<file path="config.mk">
export PLATFORM = sky130hd
export DESIGN_NAME = dac_update_scheduler
export DESIGN_NICKNAME = d
export VERILOG_FILES = /design/src/rtl/dac_update_scheduler.sv
export SDC_FILE = /design/constraint.sdc
export NUM_CORES = 1
export LEC_CHECK = 0
export CORE_ASPECT_RATIO = 1.25
export CORE_UTILIZATION = 33
export CTS_CLUSTER_SIZE = 14
export DETAILED_ROUTE_END_ITERATION = 12
export DONT_BUFFER_PORTS = 1
export REMOVE_ABC_BUFFERS = 1
export SYNTH_ARGS = -nofsm -noshare
export SYNTH_HDL_FRONTEND = slang
export SYNTH_SLANG_ARGS = --single-unit
</file>
<file path="constraint.sdc">
create_clock -name sys_clk_i -period 2.55 [get_ports sys_clk_i]
set_input_delay 0.255 -clock sys_clk_i [delete_from_list [all_inputs] [get_ports sys_clk_i]]
set_output_delay 0.255 -clock sys_clk_i [all_outputs]
set_load 0.05 [all_outputs]
</file>
<file path="src/rtl/dac_update_scheduler.sv">
// dac_update_scheduler
// Round-robin arbiter that shares one SPI DAC frame engine between NUM_CH
// channel requesters. Pending requests are snapshotted into a batch. The block
// issues one {cmd, addr, data} frame per channel through a start/done
// handshake, and can optionally pulse LDAC once per completed batch.
//
// Build option: define LDAC_SYNC_EN to write input registers (CMD_WR) and
// load the whole batch with one ldac_o low pulse. When it is undefined, each
// frame uses CMD_WRUPD and ldac_o stays high.
//
// Ports:
//   sys_clk_i, sys_rst_n   clock, async active-low reset
//   ch_req_i / ch_data_i   level requests and per-channel codes
//   ch_ack_o               one-cycle capture pulse per channel
//   spi_start_o/_frame_o   frame handshake towards spi_master
//   spi_busy_i/_done_i     spi_master status
//   ldac_o                 active-low DAC load strobe
//   busy_o, err_o          scheduler active, sticky timeout flag
//   err_clr_i              synchronous clear of err_o
module dac_update_scheduler #(
    parameter int unsigned NUM_CH    = 4,
    parameter int unsigned DATA_W    = 16,
    parameter logic [3:0]  CMD_WR    = 4'h1,
    parameter logic [3:0]  CMD_WRUPD = 4'h3,
    parameter int unsigned LDAC_W    = 2,
    parameter int unsigned TIMEOUT   = 1024
) (
    input  logic                     sys_clk_i,
    input  logic                     sys_rst_n,
    input  logic [NUM_CH-1:0]        ch_req_i,
    input  logic [NUM_CH*DATA_W-1:0] ch_data_i,
    output logic [NUM_CH-1:0]        ch_ack_o,
    output logic                     spi_start_o,
    output logic [DATA_W+7:0]        spi_frame_o,
    input  logic                     spi_busy_i,
    input  logic                     spi_done_i,
    output logic                     ldac_o,
    output logic                     busy_o,
    output logic                     err_o,
    input  logic                     err_clr_i
);

`ifdef LDAC_SYNC_EN
    localparam bit LdacSyncEn = 1'b1;
`else
    localparam bit LdacSyncEn = 1'b0;
`endif

    localparam int unsigned FRAME_W = DATA_W + 8;
    localparam int unsigned PTR_W   = $clog2(NUM_CH);
    localparam int unsigned CNT_W   = $clog2(TIMEOUT + 1);
    localparam int unsigned LCNT_W  = $clog2(LDAC_W + 1);
    localparam logic [3:0]  Cmd     = LdacSyncEn ? CMD_WR : CMD_WRUPD;

    typedef enum logic [2:0] {StIdle, StSel, StStart, StWait, StLdac} state_e;

    state_e              state_q, state_d;
    logic [NUM_CH-1:0]   pending_q, pending_d;
    logic [PTR_W-1:0]    rr_q, rr_d;
    logic [PTR_W-1:0]    grant_q, grant_d;
    logic [NUM_CH-1:0]   ack_q, ack_d;
    logic                start_q, start_d;
    logic [FRAME_W-1:0]  frame_q, frame_d;
    logic [CNT_W-1:0]    cnt_q, cnt_d;
    logic [LCNT_W-1:0]   lcnt_q, lcnt_d;
    logic                ldac_q, ldac_d;
    logic                busy_q, busy_d;
    logic                err_q, err_d;

    // Round-robin search, starting one past the last grant.
    logic [NUM_CH-1:0]   search_src;
    logic [PTR_W-1:0]    grant_nxt;
    logic [PTR_W-1:0]    search_ptr;
    int unsigned         search_idx;
    logic                found;

    always_comb begin
        // In IDLE the batch is being formed from the live requests.
        search_src = (state_q == StIdle) ? ch_req_i : pending_q;
        grant_nxt  = rr_q;
        search_ptr = '0;
        search_idx = 0;
        found      = 1'b0;
        for (int unsigned i = 1; i <= NUM_CH; i++) begin
            search_idx = (32'(rr_q) + i) % NUM_CH;
            search_ptr = PTR_W'(search_idx);
            if (!found && search_src[search_ptr]) begin
                grant_nxt = search_ptr;
                found     = 1'b1;
            end
        end
    end

    always_comb begin
        state_d   = state_q;
        pending_d = pending_q;
        rr_d      = rr_q;
        grant_d   = grant_q;
        ack_d     = '0;
        start_d   = 1'b0;
        frame_d   = frame_q;
        cnt_d     = cnt_q;
        lcnt_d    = lcnt_q;
        err_d     = err_q;
        if (err_clr_i) begin
            err_d = 1'b0;
        end

        unique case (state_q)
            StIdle: begin
                if (|ch_req_i) begin
                    pending_d        = ch_req_i;
                    grant_d          = grant_nxt;
                    ack_d[grant_nxt] = 1'b1;
                    state_d          = StSel;
                end
            end
            StSel: begin
                frame_d            = {Cmd, 4'(grant_q), ch_data_i[32'(grant_q)*DATA_W +: DATA_W]};
                pending_d[grant_q] = 1'b0;
                rr_d               = grant_q;
                start_d            = !spi_busy_i;
                state_d            = StStart;
            end
            StStart: begin
                // start_q high means the pulse is on the output this cycle.
                if (start_q) begin
                    cnt_d   = '0;
                    state_d = StWait;
                end else begin
                    start_d = !spi_busy_i;
                end
            end
            StWait: begin
                if (spi_done_i) begin
                    if (|pending_q) begin
                        grant_d          = grant_nxt;
                        ack_d[grant_nxt] = 1'b1;
                        state_d          = StSel;
                    end else if (LdacSyncEn) begin
                        lcnt_d  = '0;
                        state_d = StLdac;
                    end else begin
                        state_d = StIdle;
                    end
                end else if (cnt_q == CNT_W'(TIMEOUT - 1)) begin
                    err_d     = 1'b1;
                    pending_d = '0;
                    state_d   = StIdle;
                end else begin
                    cnt_d = cnt_q + 1'b1;
                end
            end
            StLdac: begin
                if (lcnt_q == LCNT_W'(LDAC_W - 1)) begin
                    state_d = StIdle;
                end else begin
                    lcnt_d = lcnt_q + 1'b1;
                end
            end
            default: state_d = StIdle;
        endcase

        busy_d = (state_d != StIdle);
        ldac_d = (state_d != StLdac);
    end

    always_ff @(posedge sys_clk_i or negedge sys_rst_n) begin
        if (!sys_rst_n) begin
            state_q   <= StIdle;
            pending_q <= '0;
            rr_q      <= PTR_W'(NUM_CH - 1);
            grant_q   <= '0;
            ack_q     <= '0;
            start_q   <= 1'b0;
            frame_q   <= '0;
            cnt_q     <= '0;
            lcnt_q    <= '0;
            ldac_q    <= 1'b1;
            busy_q    <= 1'b0;
            err_q     <= 1'b0;
        end else begin
            state_q   <= state_d;
            pending_q <= pending_d;
            rr_q      <= rr_d;
            grant_q   <= grant_d;
            ack_q     <= ack_d;
            start_q   <= start_d;
            frame_q   <= frame_d;
            cnt_q     <= cnt_d;
            lcnt_q    <= lcnt_d;
            ldac_q    <= ldac_d;
            busy_q    <= busy_d;
            err_q     <= err_d;
        end
    end

    assign ch_ack_o    = ack_q;
    assign spi_start_o = start_q;
    assign spi_frame_o = frame_q;
    assign ldac_o      = ldac_q;
    assign busy_o      = busy_q;
    assign err_o       = err_q;

endmodule
</file>
# Yosys cells after proc, flatten, opt, wreduce, memory -nomap -nowiden
# Cells that the tools add are included.
# W data, S select, Z words.
# word_totals
reg_bits	51
latchBits	0
mem_bits_rw	0
mem_bits_ro	0
inputBits	73
out_inout_bits	32
elab_cells	113
memories	0
# op_classes
n_addsub	6
multipliers	0
n_div	0
n_lt_le_gt_ge	8
eq_ne	14
n_shift	1
mux	49
n_bitwise	3
n_reduce_logical	20
# op_table
operator	count
$shiftx A64 B7 Y16	1
$mux W11	3
$mux W4	7
$pmux W11 S2	1
$lt A2 B3 Y1 const B	6
$mux W1	15
$mux W3	5
$pmux W3 S5	1
$mux W2	7
$ne A2 B2 Y1 const B	6
$pmux W4 S3	1
$reduce_and A4 Y1	3
$add A11 B1 Y11 const B	1
$eq A11 B10 Y1 const B	1
$bmux W1 S2	4
$pmux W4 S2	1
$reduce_or A4 Y1	2
$add A2 B1 Y2 const B	3
$eq A3 B2 Y1 const B	2
$reduce_bool A3 Y1	2
$logic_and A1 B1 Y1	5
$add A2 B2 Y2 const B	2
$and A4 B4 Y4	1
$demux W1 S2	2
other kinds (14)	19

# Depth between registers and ports, before layout
# depth
ltp_word	21
mapped_depth	7
ltp_nobuf	6

# Least setup slack after synthesis
# OpenSTA, ideal clock, no wires.
# synth_path
path_kind	reg2reg
startpoint	reg state_q[1]
endpoint	reg cnt_q[7]
setup_time_ps	155
t_arrival_ps	1650
required_time_ps	2395
path_slack_ps	745
stages_incl_launch_ff	8
path_buffers	2
synth_period_minus_slack_ps	1805
path_cell_list	dfrtp_1 -> buf_4 -> inv_2 -> or4_1 -> buf_2 -> nor4_1 -> xnor2_1 -> nor2_1
# synth_between
elab_chain_cells	3
# synth_lines
element	line_no	source
start, declared	57	state_e state_q, state_d;
start signal, assigned	170	state_q <= StIdle;
start signal, assigned	183	state_q <= state_d;
$eq A3 B2 Y1	109	unique case (state_q)
$ne A2 B2 Y1 (no line) / $reduce_bool A2 Y1 (equally long branches)	--	
$reduce_and A4 Y1 (no line)	--	
end signal, assigned	190	cnt_q <= cnt_d;
end, declared	64	logic [CNT_W-1:0] cnt_q, cnt_d;
# Parallel ways exist; a longest one is shown, timed or not.
# A chain may end at the register's enable or synchronous reset.

# Worst setup path after layout
# layout_path
startpoint	reg state_q[1]
endpoint	reg cnt_q[8]
# The elaborated chain is that of the path after synthesis.

==> impl_metrics.ini <==
[run_status]
status = finished with violations
failing_checks = DRC

[synthesis]
synth_top_family_by_area = simple AND/OR/NAND/NOR gates
post_synth.cell_area_avg_sq_um = 10.1
synth_area_sq_um = 2820
synth_top_area_cell = sky130_fd_sc_hd__dfrtp_1
synth.area.mux_share = 0.151
async_flop_share = 1.00
synth_cell_type_count = 49
dominant_cells_by_area_after_synthesis = sky130_fd_sc_hd__dfrtp_1, sky130_fd_sc_hd__mux4_2, sky130_fd_sc_hd__nand2_1, sky130_fd_sc_hd__nor2_1, sky130_fd_sc_hd__dfstp_2
synth-xor-area-share = 0.0155
synth-seq-area-share = 0.454
synth-seq-cells = 51
netlist.area_leader.share = 0.426
ys.flop_type = sky130_fd_sc_hd__dfrtp_1
synth-edff-count = 0
synth_compound_gate_area_share = 0.0955
synthSimpleGateAreaFrac = 0.223
yosys_warnings = 0
arithmetic_cell_share_of_the_synthesized_area_counting_full_adders_half_adders_and_majority_gates = 0.00888
post_synth_inst_count = 278

[cts]
clock_latency_of_the_later_clocked_register_in_the_worst_skew_pair_ns = 0.30
numClockSinks = 51
cts_made_buffers = 5
htree_levels = 2
cts-resized-gates = 0
cts_tree = yes
cts_root_buffer = sky130_fd_sc_hd__clkbuf_8
post_cts_hold_buffer_count = 3
clkTransAtPathRegs_ns = 0.09
max-clock-path-buffers = 2
cts_setup_buffers = 0

[routing]
avgViaCountPerCell = 5.47
wl_per_cell_um = 16.8
vias = 2051
wl_um = 6290
number_of_antenna_violating_nets_in_the_routed_design = 0
drt_first_iter_violations = 123
route.detailed.drc = 2
detailedRoute.firstPassIterationCount = 8

[worst_setup_path]
timing.critical_path.required_ns = 2.78
rrSetupSlack_ns = 0.49
arrival_worst_endpoint_ns = 2.29
ff2ff_path_depth = 5
worst_setup_path_start_kind = register
critical_path.max_fanout = 9
cp-end-kind = register
reg2reg_to = cnt_q[8]
critPathKind = reg2reg
r2r-start = state_q[1]

[die]
start_util = 0.342
fp.dieH_um = 105
placement_rows = 37
die_w_um = 84.6
top_level_pins = 105
floorplan.core_area_sq_um = 8240
fp.dieArea_sq_um = 8910

[placement]
hpwl_um = 4690
post_dp_cell_area_sq_um = 2880
finalWeightedCongestion = 0.831
input_output_buffers = 0

[sta]
rsz0062_at_grt = false
setup_viol = 0
layout_worst_path_cycle_share = 0.808
clock-skew-final_ns = 0.00749
drv_slew = 0
finalHoldViolCount = 0
timing.slew.headroom = 0.400
final_tns_setup_ns = 0
max_freq_ghz = 0.485
worstMarginPinSlew_ns = 0.900
finalWorstPathRequiredPeriod_ns = 2.06

[pwr]
powerDensity_nw_per_um2 = 1350
vdd.ir_drop.worst_v = 0.000616
total_power_w = 0.00411
cell_leakage_power_nw = 1.31

[global_routing]
globalRoute.totalOverflow = 0
largest_net_degree_at_the_start_of_global_routing = 52
first_global_vias = 2093
grt_antenna_before_repair = 0
gr-usage-all-layers = 0.148
grt_pass1_wl_um = 10300

[layout]
layout-area-overhead-vs-synth_pct = 8.22
filler_instances = 812
finalCoreUtilization = 0.370
finish.instance_area_sq_um = 3050
final_layout_size_suffix_gt1_frac = 0.151
final_nets = 352
antennaDiodeCount = 0

[hold_path]
hold_class = in2reg
worst_hold_path.endpoint = err_o
hold_start = err_clr_i
hold_crit_depth = 1

[job]
max_cap_viols = 0
## worst max-delay path by stage
stage / start / endpoint / slack (ns) / depth (start not counted)
after floorplan: state_q[0] / cnt_q[7] / 0.69 / 5
after global placement: state_q[0] / cnt_q[7] / 0.56 / 5
after detailed placement: state_q[0] / cnt_q[8] / 0.51 / 5
after CTS: state_q[0] / cnt_q[8] / 0.49 / 5
after global routing: state_q[0] / cnt_q[6] / 0.20 / 5
final: state_q[1] / cnt_q[8] / 0.49 / 5
## cells by family (layout without fill, tap and decap cells)
logic type	after synthesis	in the layout
DFF	51	51
xor gates and xnor gates	5	5
AOI/OAI and AO/OA	39	39
muxes	21	21
buffers and inverters	28	25
and+or+nand+nor	131	131
adders and majority gates	2	2
other	1	4
## cells in the mapped netlist, types with 2 or more instances
cell type                   instances
sky130_fd_sc_hd__nand2_1           69
sky130_fd_sc_hd__dfrtp_1           48
sky130_fd_sc_hd__nor2_1            23
sky130_fd_sc_hd__mux4_2            17
sky130_fd_sc_hd__a21oi_1           10
sky130_fd_sc_hd__o21ai_0            9
sky130_fd_sc_hd__clkbuf_1           8
sky130_fd_sc_hd__inv_1              8
sky130_fd_sc_hd__buf_4              6
sky130_fd_sc_hd__nor4_1             6
sky130_fd_sc_hd__or3_1              6
sky130_fd_sc_hd__nand2b_1           5
sky130_fd_sc_hd__a221o_1            4
sky130_fd_sc_hd__nand3_1            4
sky130_fd_sc_hd__xnor2_1            4
sky130_fd_sc_hd__a211oi_1           3
sky130_fd_sc_hd__dfstp_2            3
sky130_fd_sc_hd__mux2_2             3
sky130_fd_sc_hd__nand4_1            3
sky130_fd_sc_hd__buf_2              2
sky130_fd_sc_hd__ha_1               2
sky130_fd_sc_hd__nand3b_1           2
sky130_fd_sc_hd__nor2b_1            2
sky130_fd_sc_hd__nor3_1             2
sky130_fd_sc_hd__o2bb2ai_1          2
sky130_fd_sc_hd__o311ai_0           2
sky130_fd_sc_hd__o32ai_1            2
sky130_fd_sc_hd__or4_1              2
## flip-flops by register name, indices dropped and copies added (netlist names)
| name | flops |
|---|---|
| busy_o | 1 |
| ch_ack_o | 4 |
| cnt_q | 11 |
| err_o | 1 |
| grant_q | 2 |
| lcnt_q | 2 |
| ldac_o | 1 |
| pending_q | 4 |
| rr_q | 2 |
| spi_frame_o | 19 |
| spi_start_o | 1 |
| state_q | 3 |
## layout by cell type (no fill, tap or decap), types with 3 or more instances in the layout
cell / count
sky130_fd_sc_hd__a211oi_1: 3
sky130_fd_sc_hd__a21oi_1: 10
sky130_fd_sc_hd__a221o_1: 4
sky130_fd_sc_hd__buf_4: 4
sky130_fd_sc_hd__clkbuf_8: 6
sky130_fd_sc_hd__conb_1: 4
sky130_fd_sc_hd__dfrtp_1: 48
sky130_fd_sc_hd__dfstp_2: 3
sky130_fd_sc_hd__inv_1: 8
sky130_fd_sc_hd__mux2_2: 3
sky130_fd_sc_hd__mux4_2: 17
sky130_fd_sc_hd__nand2_1: 69
sky130_fd_sc_hd__nand2b_1: 5
sky130_fd_sc_hd__nand3_1: 4
sky130_fd_sc_hd__nand4_1: 3
sky130_fd_sc_hd__nor2_1: 23
sky130_fd_sc_hd__nor4_1: 6
sky130_fd_sc_hd__o21ai_0: 9
sky130_fd_sc_hd__or3_1: 6
sky130_fd_sc_hd__xnor2_1: 4
## metal layers
layer	vias to the layer above	share of wire	track usage
met5	-	0	0
met4	0	0.0091	0.0472
met3	6	0.077	0.0376
met2	95	0.52	0.258
met1	971	0.40	0.178
li1	979	-	-
## power breakdown
group / total (W) / leakage (nW) / switching, W / internal, W
logic: 0.00143 / 0.612 / 0.000730 / 0.000695
registers: 0.00209 / 0.639 / 0.000975 / 0.00112
clock network: 0.000591 / 0.0618 / 0.000268 / 0.000323
## worst max-delay path: stages (launching register included)
cell	delay, ns
sky130_fd_sc_hd__dfrtp_1	0.52
sky130_fd_sc_hd__inv_2	0.12
sky130_fd_sc_hd__nor4_1	0.49
sky130_fd_sc_hd__o311ai_1	0.34
sky130_fd_sc_hd__or3_1	0.38
sky130_fd_sc_hd__a21oi_1	0.14
## metrics by stage
stage	worst slack (ns)	cells	hold WS [ns]
final	0.489	375	0.0373
after global routing	0.195	375	0.0309
after CTS	0.490	375	0.0334
after detailed placement	0.514	364	-0.0389
after global placement	0.557	364	-0.0389
after floorplan	0.688	263	-0.0406
## layout make-up
type                    count  area (sq um)  share of cell area
multi-input cells         202          1410               0.462
flip-flops and latches     51          1280               0.420
well taps                  97           121              0.0398
clock buffers               6          82.6              0.0271
repair buffers              7          77.6              0.0255
inverters                  10          40.0              0.0131
clock inverters             2          38.8              0.0127
Power figures use the tool's default switching activity.
